==> config.mk <==
export PLATFORM = sky130hd
export DESIGN_NAME = alu_arbiter
export DESIGN_NICKNAME = d
export VERILOG_FILES = /design/src/rtl/alu_pkg.sv /design/src/rtl/alu.sv /design/src/rtl/rr_arbiter.sv /design/src/rtl/alu_arbiter.sv
export SDC_FILE = /design/constraint.sdc
export NUM_CORES = 1
export LEC_CHECK = 0
export BUFFER_PORTS_ARGS = -buffer_cell sky130_fd_sc_hd__buf_2
export CAP_MARGIN = 40
export CELL_PAD_IN_SITES_DETAIL_PLACEMENT = 0
export CELL_PAD_IN_SITES_GLOBAL_PLACEMENT = 1
export CORE_UTILIZATION = 30
export DETAILED_ROUTE_END_ITERATION = 8
export PLACE_DENSITY_LB_ADDON = 0.1
export SLEW_MARGIN = 10
export SYNTH_ARGS = -nofsm -noshare
export SYNTH_HDL_FRONTEND = slang
export SYNTH_SLANG_ARGS = --single-unit
==> constraint.sdc <==
create_clock -name clk -period 4.6 [get_ports clk]
set_input_delay 0.23 -clock clk [delete_from_list [all_inputs] [get_ports clk]]
set_output_delay 0.23 -clock clk [all_outputs]
set_load 0.02 [all_outputs]
==> src/rtl/alu_pkg.sv <==
// Shared types for the ALU and its requester arbiter: opcode enum,
// arbiter FSM states and the datapath width.
package alu_pkg;

    localparam int XLEN = 32;

    typedef enum logic [3:0] {
        ALU_AND = 4'b0000,
        ALU_OR  = 4'b0001,
        ALU_ADD = 4'b0010,
        ALU_SUB = 4'b0110
    } alu_op_t;

    typedef enum logic [1:0] {
        IDLE,
        EXEC,
        RESP
    } arb_state_t;

endpackage

==> src/rtl/alu.sv <==
// 32-bit combinational ALU: alu_op, in_a, in_b -> result, zero.
// Opcodes outside alu_op_t give result 0 (zero = 1).
module alu
    import alu_pkg::*;
(
    input  logic [3:0]      alu_op,
    input  logic [XLEN-1:0] in_a,
    input  logic [XLEN-1:0] in_b,
    output logic [XLEN-1:0] result,
    output logic            zero
);

    always_comb begin
        result = '0;
        case (alu_op)
            ALU_AND: result = in_a & in_b;
            ALU_OR:  result = in_a | in_b;
            ALU_ADD: result = in_a + in_b;
            ALU_SUB: result = in_a - in_b;
            default: result = '0;
        endcase
    end

    assign zero = (result == '0);

endmodule

==> src/rtl/rr_arbiter.sv <==
// Combinational round-robin pick: one-hot grant of the first set bit
// of req, searching from index ptr upward and wrapping. Ports: req, ptr, grant.
module rr_arbiter #(
    parameter  int NUM_REQ = 2,
    localparam int PTR_W   = $clog2(NUM_REQ)
) (
    input  logic [NUM_REQ-1:0] req,
    input  logic [PTR_W-1:0]   ptr,
    output logic [NUM_REQ-1:0] grant
);

    always_comb begin
        int  idx;
        logic found;
        grant = '0;
        found = 1'b0;
        idx   = 0;
        for (int k = 0; k < NUM_REQ; k++) begin
            idx = int'(ptr) + k;
            if (idx >= NUM_REQ) begin
                idx = idx - NUM_REQ;
            end
            if (!found && req[idx]) begin
                grant[idx] = 1'b1;
                found      = 1'b1;
            end
        end
    end

endmodule

==> src/rtl/alu_arbiter.sv <==
// Shares one ALU among NUM_REQ requesters: round-robin grant, one op in
// flight, FSM IDLE -> EXEC -> RESP. Ports: clk, rst_n (async, active-low),
// req_valid/req_ready/req_op/req_a/req_b, rsp_valid/rsp_ready/rsp_result/
// rsp_zero, busy, and grant_cnt (only when ALU_ARB_STATS_EN is defined).
module alu_arbiter #(
    parameter int NUM_REQ    = 2,
    parameter int STAT_WIDTH = 16
) (
    input  logic                     clk,
    input  logic                     rst_n,
    input  logic [NUM_REQ-1:0]       req_valid,
    output logic [NUM_REQ-1:0]       req_ready,
    input  logic [NUM_REQ-1:0][3:0]  req_op,
    input  logic [NUM_REQ-1:0][31:0] req_a,
    input  logic [NUM_REQ-1:0][31:0] req_b,
    output logic [NUM_REQ-1:0]       rsp_valid,
    input  logic [NUM_REQ-1:0]       rsp_ready,
    output logic [31:0]              rsp_result,
    output logic                     rsp_zero,
`ifdef ALU_ARB_STATS_EN
    output logic [NUM_REQ-1:0][STAT_WIDTH-1:0] grant_cnt,
`endif
    output logic                     busy
);

    import alu_pkg::*;

    localparam int PTR_W = $clog2(NUM_REQ);

    if (NUM_REQ < 2 || NUM_REQ > 8 || STAT_WIDTH < 1) begin : g_bad_param
        $error("alu_arbiter: NUM_REQ must be 2..8, STAT_WIDTH >= 1");
    end

    arb_state_t state_q;
    arb_state_t state_d;

    logic [PTR_W-1:0]   rr_ptr_q;
    logic [PTR_W-1:0]   owner_q;
    logic [PTR_W-1:0]   grant_idx;
    logic [PTR_W-1:0]   rr_next;
    logic [NUM_REQ-1:0] grant;
    logic               accept;
    logic               owner_taken;

    logic [3:0]      op_q;
    logic [XLEN-1:0] a_q;
    logic [XLEN-1:0] b_q;
    logic [XLEN-1:0] alu_result;
    logic            alu_zero;

    rr_arbiter #(
        .NUM_REQ (NUM_REQ)
    ) u_rr (
        .req   (req_valid),
        .ptr   (rr_ptr_q),
        .grant (grant)
    );

    alu u_alu (
        .alu_op (op_q),
        .in_a   (a_q),
        .in_b   (b_q),
        .result (alu_result),
        .zero   (alu_zero)
    );

    // rst_n gating keeps req_ready low while reset is held,
    // even if requesters keep req_valid asserted.
    assign req_ready = (rst_n && state_q == IDLE) ? grant : '0;
    assign accept    = |req_ready;
    assign busy      = (state_q != IDLE);

    always_comb begin
        grant_idx = '0;
        for (int i = 0; i < NUM_REQ; i++) begin
            if (grant[i]) begin
                grant_idx = PTR_W'(i);
            end
        end
    end

    always_comb begin
        rsp_valid = '0;
        for (int i = 0; i < NUM_REQ; i++) begin
            rsp_valid[i] = (state_q == RESP) && (owner_q == PTR_W'(i));
        end
    end

    assign owner_taken = rsp_ready[owner_q];

    assign rr_next = (owner_q == PTR_W'(NUM_REQ - 1)) ?
                     '0 : owner_q + PTR_W'(1);

    always_ff @(posedge clk or negedge rst_n) begin
        if (!rst_n) begin
            state_q <= IDLE;
        end else begin
            state_q <= state_d;
        end
    end

    always_comb begin
        state_d = state_q;
        unique case (state_q)
            IDLE: begin
                if (accept) begin
                    state_d = EXEC;
                end
            end
            EXEC: begin
                state_d = RESP;
            end
            RESP: begin
                if (owner_taken) begin
                    state_d = IDLE;
                end
            end
            default: begin
                state_d = IDLE;
            end
        endcase
    end

    always_ff @(posedge clk or negedge rst_n) begin
        if (!rst_n) begin
            rr_ptr_q   <= '0;
            owner_q    <= '0;
            op_q       <= '0;
            a_q        <= '0;
            b_q        <= '0;
            rsp_result <= '0;
            rsp_zero   <= 1'b0;
        end else begin
            if (accept) begin
                op_q    <= req_op[grant_idx];
                a_q     <= req_a[grant_idx];
                b_q     <= req_b[grant_idx];
                owner_q <= grant_idx;
            end
            if (state_q == EXEC) begin
                rsp_result <= alu_result;
                rsp_zero   <= alu_zero;
            end
            // Pointer moves past the owner only once its result is taken.
            if (state_q == RESP && owner_taken) begin
                rr_ptr_q <= rr_next;
            end
        end
    end

`ifdef ALU_ARB_STATS_EN
    always_ff @(posedge clk or negedge rst_n) begin
        if (!rst_n) begin
            grant_cnt <= '0;
        end else begin
            for (int i = 0; i < NUM_REQ; i++) begin
                if (req_ready[i] && req_valid[i] && grant_cnt[i] != '1) begin
                    grant_cnt[i] <= grant_cnt[i] + STAT_WIDTH'(1);
                end
            end
        end
    end
`endif

endmodule

==> reports/metrics.cfg <==
[outcome]
status = complete, but fails checks
violations = negative setup slack

[clock_tree]
cts_sinks = 105
clk_latency_ns = 0.36
clockRootBuffer = clkbuf_16
cts_buffers = 9
cts_tree = done
clkTransAtPathRegs_ns = 0.08
htree_levels = 3
clk_path_buf_depth = 2

[power_and_ir_drop]
p_per_area_nw_per_um2 = 860
power_frac_comb_pct = 69.9
p_int_w = 0.00434
netSwitchingFraction_pct = 49.5
seq_power_share_pct = 21.0
power_switching_w = 0.00425
pwr-share-clk_pct = 9.1
p_leak_nw = 4.85
vdd_drop_max_uv = 243

[final_layout]
fillers = 2622
drive_gt1_share_pct = 28.3
antenna_cells = 0
mostFrequentLayoutCell = buf_2
syn_to_final_growth_pct = 29.3
final_nets = 1309
layout_common_cells = buf_2 (178), nand2_1 (145), o21ai_0 (107), dfrtp_1 (105), buf_4 (85)
fin_cells = 1467

[logic_synthesis]
syn_nets = 1089
synth_cells = 912
synth_warnings = 0
synth-edff-count = 0
avgSynthCellArea_um2 = 8.46
ys.flop_type = dfrtp_1
synth_seq_cells = 105
syn_area_um2 = 7720
yosysSeqAreaShare_pct = 34.0
ys_types = 61
synthArstFlopShare_pct = 100

[drt]
drc = 0
vias_per_cell = 4.90
wl_mm = 24.5
via_count = 7194
drt_iter0_drc = 378
first_pass_iters = 4
wl_per_cell_um = 16.7
final_antenna_net_count = 0

[hold_path]
hp-start = req_a[38]
hold_path.class = input port to flop
min_path_cells = 3

[worst_setup_path]
max_stage_delay_ns = 0.54
cp_common_cell = or3_4
r2r-start = b_q[11]
slowest_stage = or4_4
critical_path_required_ns = 4.85
crit_type = flop to flop
r2r_cells = 18
timing.critical_path.buf_inv = 0
cpLargestDelayFamily = simple AND/OR/NAND/NOR gates
cp.arrival_ns = 4.91
cp_num_cells = 18
cp-start-kind = flop
worst-path-max-fanout = 4
cp_cell_sequence = or4_4, or3_4, or2_4, or3_4, or3_4, o31ai_4, xor2_1, ha_1, a21o_1, a31oi_1, o21ai_1, a21o_1, or4_1, mux2i_1, nor3_2, nand4_1, nor4b_2, a32o_1
endpoint_kind = flop
critPathLaunch = b_q[11]

[sta]
max-slew-margin-rel_pct = 40.6
rsz0062_at_grt = true
hold_viol = 0
finalCritPeriodShare_pct = 101
hold_ws_ns = 0.149
max_freq_mhz = 215
setup_viol_count_final = 1
worst_slew_pin_slew_ns = 0.888
slew_viol_final = 0
fin_skew_ns = 0.0151
finalCriticalPeriod_ns = 4.65
finalWorstSetupSlack_ns = -0.0548

[placed_design]
port_buffers = 179
hpwl_mm = 19.8
place_inst = 1444
routabilityCongestion = 0.886

[floorplan]
die_x_um = 162
ios = 180
num_rows = 58
core-area_um2 = 25200
die_y_um = 162
start_util_pct = 30.7
fp.dieArea_um2 = 26400

[grt]
gr-usage-all-layers_pct = 19.0
grt_start_max_net_pins = 106
grt_pass1_vias = 6749
grt_antenna_before_repair = 0
grt_pass1_wl_mm = 38.8
gr-total-overflow = 0

[flow_run]
maxCapViolCount = 0

==> cell families (layout without fill, tap and decap cells) <==
group                      after synthesis  count (layout)  share of synthesized area (%)
AOI/OAI and AO/OA                      256             256                           20.2
xor gates and xnor gates                53              53                           6.01
adders and majority gates               63              63                           9.40
buffers and inverters                   73             298                           3.55
DFF                                    105             105                           34.0
muxes                                   76              76                           9.92
and+or+nand+nor                        286             286                           16.9
==> tightest hold or removal path: cells and delay by family <==
family          cells  cell delay (ns)
compound gates      1             0.12
buf+inv             1             0.07
mux                 1             0.05
==> flip-flops by register name, indices dropped and copies added (netlist names) <==
signal,count
state_q,2
rsp_zero,1
rr_ptr_q,1
a_q,32
b_q,32
rsp_result,32
op_q,4
owner_q,1
==> cell usage after synthesis, types with 3 or more instances <==
| library cell | count | share of area (%) |
|---|---|---|
| nand2_1 | 146 | 7.1 |
| o21ai_0 | 113 | 7.3 |
| dfrtp_1 | 105 | 34 |
| mux2i_1 | 72 | 9.3 |
| nor2_1 | 53 | 2.6 |
| clkbuf_1 | 48 | 2.3 |
| a21oi_1 | 47 | 3.0 |
| ha_1 | 34 | 5.5 |
| xor2_1 | 31 | 3.5 |
| maj3_1 | 28 | 3.6 |
| xnor2_1 | 22 | 2.5 |
| nor3_1 | 16 | 1.0 |
| inv_1 | 15 | 0.73 |
| a21o_1 | 12 | 1.2 |
| a221oi_1 | 12 | 1.4 |
| buf_1 | 10 | 0.49 |
| nand4_1 | 10 | 0.81 |
| a31oi_1 | 9 | 0.73 |
| nand2b_1 | 9 | 0.73 |
| o31ai_1 | 9 | 0.88 |
| a22oi_1 | 8 | 0.78 |
| nand3_1 | 8 | 0.52 |
| o21a_1 | 8 | 0.78 |
| nor4_1 | 7 | 0.57 |
| nor2b_1 | 6 | 0.49 |
| or3_1 | 6 | 0.49 |
| o211ai_1 | 5 | 0.49 |
| a21boi_0 | 4 | 0.39 |
| mux2_2 | 4 | 0.58 |
| o22ai_1 | 4 | 0.32 |
| a2111oi_0 | 3 | 0.34 |
| a211oi_1 | 3 | 0.29 |
| and3_1 | 3 | 0.24 |
| nor3b_1 | 3 | 0.29 |
| o41ai_1 | 3 | 0.34 |
==> power groups by stage <==
stage,Sequential (W),Clock [W],Combinational (W)
floorplan,0.00182,0,0.00362
global placement,0.00182,0,0.00583
detailed placement,0.00183,0,0.00581
CTS,0.00181,0.000823,0.00588
global route,0.00188,0.000849,0.00663
finish,0.00180,0.000783,0.00600
==> area by class of cell <==
cell class              instances  area [um2]  area share, %
clock buffers                   9         225           2.26
clock inverters                 7        75.1          0.752
inverters                      15        56.3          0.564
multi-input cells             734        4980           49.9
flip-flops and latches        105        2630           26.3
well taps                     330         413           4.14
repair buffers                267        1610           16.1
==> through the flow <==
stage	total power, W	TNS [ns]	utilization [%]	area (um2)	worst slack (ns)
after floorplan	0.00544	0	-	7790	0.00382
after global placement	0.00765	-0.116	37.7	9500	-0.116
after detailed placement	0.00763	-0.155	37.8	9530	-0.155
after CTS	0.00851	-0.146	39.3	9890	-0.108
after global routing	0.00936	-0.516	39.6	9980	-0.295
final	0.00858	-0.0548	39.6	9980	-0.0548
==> timing repair <==
item / in CTS / in global routing
hold buffers: 1 / 0
resized for setup: 4 / 17
setup buffers: 4 / 1
pin swaps: 11 / 7
endpoints found under the setup margin: 1 / 7
endpoints found under the hold margin: 43 / 0
==> layer usage <==
metal  track usage (%)  share of wire, %  up-vias  routed length (um)
li1                  -                 -     3730                   -
met1              31.7                58     3257               14100
met2              24.8                37      196                9190
met3              3.00               4.3       11                1060
met4              3.00              0.62        0                 152
met5                 0                 0        -                   0
==> path summary, 6_finish.rpt <==
kind	to	slack, ns
max	rsp_zero	-0.05
min	a_q[6]	0.15
max reg2reg	rsp_zero	-0.05
min reg2reg	rsp_result[22]	0.47
max in group asynchronous	a_q[14]	2.94
min in group asynchronous	rsp_result[29]	0.41
Note: power is estimated with default switching activity, not from simulation.
